**src/rtl/alu_pkg.sv**
```systemverilog
// alu_pkg: shared state encoding, opcode numbering and datapath widths for the ALU
// controller and its arithmetic units.
package alu_pkg;

    localparam int RESULT_W  = 16;
    localparam int OPERAND_W = 8;

    localparam int OP_ADD = 0;
    localparam int OP_SUB = 1;
    localparam int OP_MUL = 2;
    localparam int OP_DIV = 3;

    typedef enum logic [1:0] {
        ST_IDLE  = 2'd0,
        ST_ISSUE = 2'd1,
        ST_WAIT  = 2'd2
    } state_e;

endpackage

```
**src/rtl/alu_ctrl_watchdog.sv**
```systemverilog
// alu_ctrl_watchdog: counts WAIT cycles and flags expiry on the TIMEOUT-th cycle
// without a done. Only instantiated when ALU_CTRL_TIMEOUT_EN is defined.
module alu_ctrl_watchdog #(
    parameter int TIMEOUT = 255
) (
    input  logic clk,
    input  logic rst,
    input  logic clear,
    input  logic en,
    output logic expired
);
    localparam int CNT_W = (TIMEOUT > 1) ? $clog2(TIMEOUT + 1) : 1;

    logic [CNT_W-1:0] cnt_q, cnt_d;

    always_comb begin
        cnt_d = cnt_q;
        if (clear) begin
            cnt_d = '0;
        end else if (en && cnt_q != CNT_W'(TIMEOUT)) begin
            cnt_d = cnt_q + 1'b1;
        end
    end

    always_ff @(posedge clk) begin
        if (rst) begin
            cnt_q <= '0;
        end else begin
            cnt_q <= cnt_d;
        end
    end

    // cnt_q holds the number of WAIT cycles already completed before this one.
    assign expired = en && (cnt_q == CNT_W'(TIMEOUT - 1));

endmodule

```
**src/rtl/alu_ctrl.sv**
```systemverilog
// alu_ctrl: one-request-at-a-time sequencer owning the start/done handshake to the
// arithmetic units. Define ALU_CTRL_TIMEOUT_EN to compile in the WAIT watchdog.
module alu_ctrl
    import alu_pkg::*;
#(
    parameter int NUM_UNITS = 4,
    parameter int OP_W      = (NUM_UNITS > 1) ? $clog2(NUM_UNITS) : 1,
    parameter int TIMEOUT   = 255
) (
    input  logic                              clk,
    input  logic                              rst,
    input  logic                              go,
    input  logic [OP_W-1:0]                   op,
    input  logic signed [OPERAND_W-1:0]       a,
    input  logic signed [OPERAND_W-1:0]       b,
    output logic                              busy,
    output logic                              valid,
    output logic                              error,
    output logic signed [RESULT_W-1:0]        result,
    output logic signed [OPERAND_W-1:0]       unit_a,
    output logic signed [OPERAND_W-1:0]       unit_b,
    output logic [NUM_UNITS-1:0]              unit_start,
    input  logic [NUM_UNITS-1:0]              unit_done,
    input  logic [RESULT_W*NUM_UNITS-1:0]     unit_result
);

    state_e                      state_q, state_d;
    logic [OP_W-1:0]             op_q, op_d;
    logic signed [OPERAND_W-1:0] a_q, a_d, b_q, b_d;
    logic [NUM_UNITS-1:0]        start_q, start_d;
    logic                        valid_q, valid_d;
    logic                        error_q, error_d;
    logic signed [RESULT_W-1:0]  result_q, result_d;

    logic                        op_legal;
    logic                        done_sel;
    logic signed [RESULT_W-1:0]  res_sel;
    logic                        expired;

    assign op_legal = (32'(op) < NUM_UNITS);

    // Only the latched unit's done and result slice are ever looked at.
    always_comb begin
        done_sel = 1'b0;
        res_sel  = '0;
        for (int k = 0; k < NUM_UNITS; k++) begin
            if (op_q == OP_W'(k)) begin
                done_sel = unit_done[k];
                res_sel  = unit_result[k*RESULT_W +: RESULT_W];
            end
        end
    end

`ifdef ALU_CTRL_TIMEOUT_EN
    alu_ctrl_watchdog #(
        .TIMEOUT (TIMEOUT)
    ) u_watchdog (
        .clk     (clk),
        .rst     (rst),
        .clear   (state_q == ST_ISSUE),
        .en      (state_q == ST_WAIT),
        .expired (expired)
    );
`else
    logic unused_timeout;
    assign unused_timeout = (TIMEOUT > 0);
    assign expired        = 1'b0;
`endif

    always_comb begin
        state_d  = state_q;
        op_d     = op_q;
        a_d      = a_q;
        b_d      = b_q;
        start_d  = '0;
        valid_d  = 1'b0;
        error_d  = 1'b0;
        result_d = result_q;
        case (state_q)
            ST_IDLE: begin
                if (go) begin
                    if (op_legal) begin
                        op_d    = op;
                        a_d     = a;
                        b_d     = b;
                        start_d = NUM_UNITS'(1) << op;
                        state_d = ST_ISSUE;
                    end else begin
                        valid_d  = 1'b1;
                        error_d  = 1'b1;
                        result_d = '0;
                    end
                end
            end
            ST_ISSUE: begin
                state_d = ST_WAIT;
            end
            ST_WAIT: begin
                // A done arriving on the expiry cycle takes priority over the abort.
                if (done_sel) begin
                    result_d = res_sel;
                    valid_d  = 1'b1;
                    state_d  = ST_IDLE;
                end else if (expired) begin
                    result_d = '0;
                    valid_d  = 1'b1;
                    error_d  = 1'b1;
                    state_d  = ST_IDLE;
                end
            end
            default: begin
                state_d = ST_IDLE;
            end
        endcase
    end

    always_ff @(posedge clk) begin
        if (rst) begin
            state_q  <= ST_IDLE;
            op_q     <= '0;
            a_q      <= '0;
            b_q      <= '0;
            start_q  <= '0;
            valid_q  <= 1'b0;
            error_q  <= 1'b0;
            result_q <= '0;
        end else begin
            state_q  <= state_d;
            op_q     <= op_d;
            a_q      <= a_d;
            b_q      <= b_d;
            start_q  <= start_d;
            valid_q  <= valid_d;
            error_q  <= error_d;
            result_q <= result_d;
        end
    end

    assign busy       = (state_q != ST_IDLE);
    assign valid      = valid_q;
    assign error      = error_q;
    assign result     = result_q;
    assign unit_a     = a_q;
    assign unit_b     = b_q;
    assign unit_start = start_q;

endmodule

```
**config.mk**
```make
export PLATFORM = sky130hd
export DESIGN_NAME = alu_ctrl
export DESIGN_NICKNAME = d
export VERILOG_FILES = /design/src/rtl/alu_pkg.sv /design/src/rtl/alu_ctrl_watchdog.sv /design/src/rtl/alu_ctrl.sv
export SDC_FILE = /design/constraint.sdc
export NUM_CORES = 1
export LEC_CHECK = 0
export BUFFER_PORTS_ARGS = -buffer_cell sky130_fd_sc_hd__buf_2
export CAP_MARGIN = 20
export CORE_ASPECT_RATIO = 0.6
export CORE_MARGIN = 2
export CORE_UTILIZATION = 46
export CTS_BUF_LIST = sky130_fd_sc_hd__clkbuf_8
export CTS_CLUSTER_DIAMETER = 80
export DETAILED_ROUTE_END_ITERATION = 8
export GPL_TIMING_DRIVEN = 0
export PLACE_DENSITY = 0.88
export SYNTH_ARGS = -nofsm -noshare
export SYNTH_HDL_FRONTEND = slang
export SYNTH_SLANG_ARGS = --single-unit
```
**constraint.sdc**
```tcl
create_clock -name clk -period 2.58 [get_ports clk]
set_clock_uncertainty 0.1 [all_clocks]
set_input_delay 0.129 -clock clk [delete_from_list [all_inputs] [get_ports clk]]
set_output_delay 0.129 -clock clk [all_outputs]
set_load 0.02 [all_outputs]
```
Word-level counts from Yosys, hierarchy flattened
Cells that the tools add are included.
Cells by class
  eq/ne operators: 7
  shift operators: 1
  muxes and demuxes: 12
  bitwise logic cells: 3
  reduce and logical (&&, ||, !) cells: 8
Operators with widths (count)
  2-to-1 mux 16 bit: 4
  equality test 2 bit, second input constant: 3
  case mux 2 bit (3 select lines): 1
  AND reduction 2 bit: 3
  2-to-1 mux 1 bit: 5
  equality test 2 x 1 -> 1 bit, second input constant: 2
  logical NOT 2 bit: 2
  2-to-1 mux 2 bit: 2
  inequality test 2 bit, second input constant: 2
  left shift 1 x 2 -> 4 bit, first input constant: 1
  inverter 1 bit: 3
  OR reduction 3 bit: 1
  nonzero test 2 bit: 1
  OR reduction 2 bit: 1
Word-level totals
  flip-flop bits (word level): 41
  input bits: 89
  logic and storage cells: 38

Logic depth before layout (Yosys ltp)
  word-level depth: 7
  mapped depth: 7

Worst setup path after synthesis
OpenSTA, ideal clock, no wires.
  path kind: flip-flop to flip-flop
  start point: register op_q[0]
  end point: register result_q[0], in the netlist result[0]
  library setup time: 128 ps
  arrival: 1380 ps
  required time: 2352 ps
  setup slack: 972 ps
  stages on the path, launching flop included: 6
  path through: dfxtp_1 -> buf_4 -> buf_4 -> mux4_2 -> mux2i_1 -> nor2_1
On the way
  word-level cells in the longest chain between the ends: 6
  elaborated cells between the ends (all ways): 13
RTL lines
  start, declared: line alu_ctrl.sv:28  | logic [OP_W-1:0] op_q, op_d;
  start signal, assigned: line alu_ctrl.sv:129  | op_q <= op_d;
  logical NOT 2 bit: line alu_ctrl.sv:47  | if (op_q == OP_W'(k)) begin
  2-to-1 mux 1 bit (4 in series): line alu_ctrl.sv:47
  AND reduction 2 bit (no source line)
  end signal, assigned: line alu_ctrl.sv:135  | result_q <= result_d;
  end, declared: line alu_ctrl.sv:33  | logic signed [RESULT_W-1:0] result_q, result_d;
Parallel ways exist; a longest one is shown, timed or not.
A chain may end at the register's enable or synchronous reset.

Worst setup path after layout
  start point: register op_q[1]
  end point: register result_q[0], in the netlist result[0]
Same word-level chain as after synthesis.

==> impl_metrics.tcl <==
set metrics [dict create \
    pwr-share-comb_pct 22.4 \
    cp_data_arrival_time_ps 1930 \
    synth_nets 268 \
    p_leak_nw 1.33 \
    via_per_inst 5.06 \
    hpwlAfterDp_mm 3.78 \
    dieWidth_um 86.2 \
    hp-class "in -> reg" \
    core.rowCount 17 \
    ys_types 23 \
    syn_to_final_growth_pct 52.6 \
    clockRootBuffer "clkbuf_8" \
    syn_area_per_cell_um2 10.4 \
    synthCells 179 \
    crit_path_max_fanout 10 \
    antennaDiodeCount 0 \
    p_int_w 0.00102 \
    drt-total-wl_mm 5.29 \
    grt-busiest-layer "met2" \
    cap_violations 0 \
    synth-seq-cells 41 \
    pin_count 128 \
    dr.pass1.iters 4 \
    cts.clk_slew.worst_paths_ps 80 \
    power_density_nw_per_um2 495 \
    cts.sinks 41 \
    clk-insertion-delay-late_ps 290 \
    yosys_warnings 0 \
    cts_buffer_depth 2 \
    place.gp.congestion 0.715 \
    slew_headroom_pct 62.6 \
    required_ps 2650 \
    crit_path_end "result[0]" \
    die_h_um 53.3 \
    tritoncts "yes" \
    drive_above_1_share_pct 48.0 \
    fin_crit_ps 1860 \
    cts_buffers 5 \
    post_drt_wl_per_cell_um 13.9 \
    synth_area_leader_cell "dfxtp_1" \
    grt_pass1_vias 1852 \
    gr-usage-met2_pct 44.1 \
    r2r_slack_ps 720 \
    vdd.ir_drop.worst_mv 0.375 \
    antenna_found_initial 0 \
    critPathKind "reg -> reg" \
    post-route-period-util_pct 72.2 \
    place_ws_ps 687 \
    critical_path.startpoint "op_q[1]" \
    die_area_um2 4600 \
    grtUsageMet1_pct 25.6 \
    status "complete, no violations" \
    routed-via-count 1921 \
    worstMarginPinSlew_ps 561 \
    synth_top_area_share_pct 44.0 \
    core_area_um2 3790 \
    final_max_slew_viol_count 0 \
    fin_nets 421 \
    postRouteAntennaNets 0 \
    rsz0062_at_grt "no" \
    swShare_pct 27.7 \
    drc 0 \
    grt_start_max_net_pins 15 \
    grt_use_total_pct 23.7 \
    pwr-share-seq_pct 48.0 \
    reg2reg_to "result[0]" \
    initial_utilization_pct 49.3 \
    cts_setup_buffers 0 \
    grt_pass1_wl_mm 8.22 \
    setup_viol 0 \
    portBuffers 126 \
    synthTopCellsByArea "dfxtp_1 (44%), mux4_2 (19%), mux2i_1 (9.7%)" \
    worst_r2r_path_depth 5 \
    syn_area_um2 1870 \
    pwr-share-clk_pct 29.5 \
    gr-total-overflow 0 \
    htree_levels 2 \
    drtIter0Drc 62 \
    setup_slack_ps 717 \
    p_sw_w 0.000390 \
    yosysSeqAreaShare_pct 44.0 \
    use_met3_pct 9.20 \
    cp-start-kind "flip-flop" \
    max_clock_freq_mhz 537 \
    finalHoldViolCount 0 \
    tns_ps 0 \
    regToRegStartpoint "op_q[1]" \
    cp-end-kind "flip-flop" \
]
worst max-delay path: stages, from the launching register on:
cell	delay (ps)
dfxtp_1	330
buf_2	240
clkbuf_1	480
mux4_2	400
mux2i_1	150
nor2_1	50
metal layers:
layer / share of wire (%) / wire, um
met1: 39 / 2080
met2: 50 / 2630
met3: 10 / 535
met4: 0.72 / 38
met5: 0 / 0
flip-flops by register name (all words and copies together), names as in the netlist:
name        cells
result         16
unit_a          8
unit_b          8
unit_start      4
op_q            2
state_q         2
valid           1
cell usage in the layout, fill, tap and decap left out:
master,netlist,final
mux2i_1,18,18
mux4_2,16,16
nor2_1,19,19
nand2_1,37,37
clkbuf_1,7,7
or3b_1,2,2
clkbuf_8,0,5
and3_1,1,1
dlygate4sd3_1,0,20
mux2_2,1,1
a21oi_1,19,19
clkinv_2,0,1
buf_12,1,1
buf_6,1,1
or2_1,1,1
inv_1,1,1
nor4_1,1,1
nor2b_1,3,3
nor4b_1,1,1
buf_2,2,128
conb_1,1,1
nor2_2,1,1
buf_4,3,3
clkinv_4,0,2
dfxtp_1,41,41
nand3b_1,1,1
o22ai_2,1,1
cell type report:
class | instances | area, um^2
buffer | 14 | 90.1
clock buffer | 5 | 68.8
clock inverter | 3 | 22.5
fill | 268 | 940
inverter | 1 | 3.75
multi-input combinational | 123 | 951
sequential | 41 | 821
tap | 47 | 58.8
timing repair buffer | 146 | 831
per-stage QoR:
step	area, um^2	instances	power [W]	util (%)	hold WS [ps]
global route	2850	380	0.00149	75.2	155
global placement	2550	352	0.000974	67.5	245
CTS	2850	380	0.00141	75.2	144
finish	2850	380	0.00141	75.2	143
detailed placement	2550	352	0.000982	67.5	251
floorplan	1870	179	0.000864	-	101
synthesized netlist by cell type:
cell	number
mux2_2	1
buf_2	2
mux4_2	16
nor2b_1	3
and3_1	1
nor2_1	19
buf_4	3
dfxtp_1	41
buf_12	1
nor4b_1	1
o22ai_2	1
buf_6	1
inv_1	1
or2_1	1
clkbuf_1	7
nand3b_1	1
a21oi_1	19
mux2i_1	18
nand2_1	37
conb_1	1
nor2_2	1
or3b_1	2
nor4_1	1
kinds of logic (layout without fill, tap and decap cells):
family	Yosys count	after routing	share of synthesized area (%)
muxes	35	35	29.6
and+or+nand+nor	67	67	15.4
other	1	1	0.201
DFF	41	41	44.0
buffers and inverters	15	169	5.03
AOI/OAI and AO/OA	20	20	5.77
worst min-delay path by stage:
stage	start	end	slack [ps]	depth (start not counted)
2_1_floorplan	op[0]	unit_start[2]	100	1
3_3_place_gp	op[0]	unit_start[2]	250	2
3_5_place_dp	rst	state_q[0]	250	2
4_1_cts	go	unit_b[6]	140	5
5_1_grt	go	unit_a[0]	160	5
6_report	go	unit_b[3]	140	5
power groups by stage:
stage,clock [W],combinational [W],sequential (W)
2_1_floorplan,0,0.000143,0.000721
6_report,0.000416,0.000316,0.000677
3_3_place_gp,0,0.000285,0.000689
5_1_grt,0.000462,0.000343,0.000680
3_5_place_dp,0,0.000292,0.000690
4_1_cts,0.000424,0.000315,0.000676
what timing repair did:
action                                 in CTS  in global routing
hold buffers                               20                  0
endpoints found under the hold margin      20                  0
resized for setup                           0                  0
(Power assumes the default switching activity.)
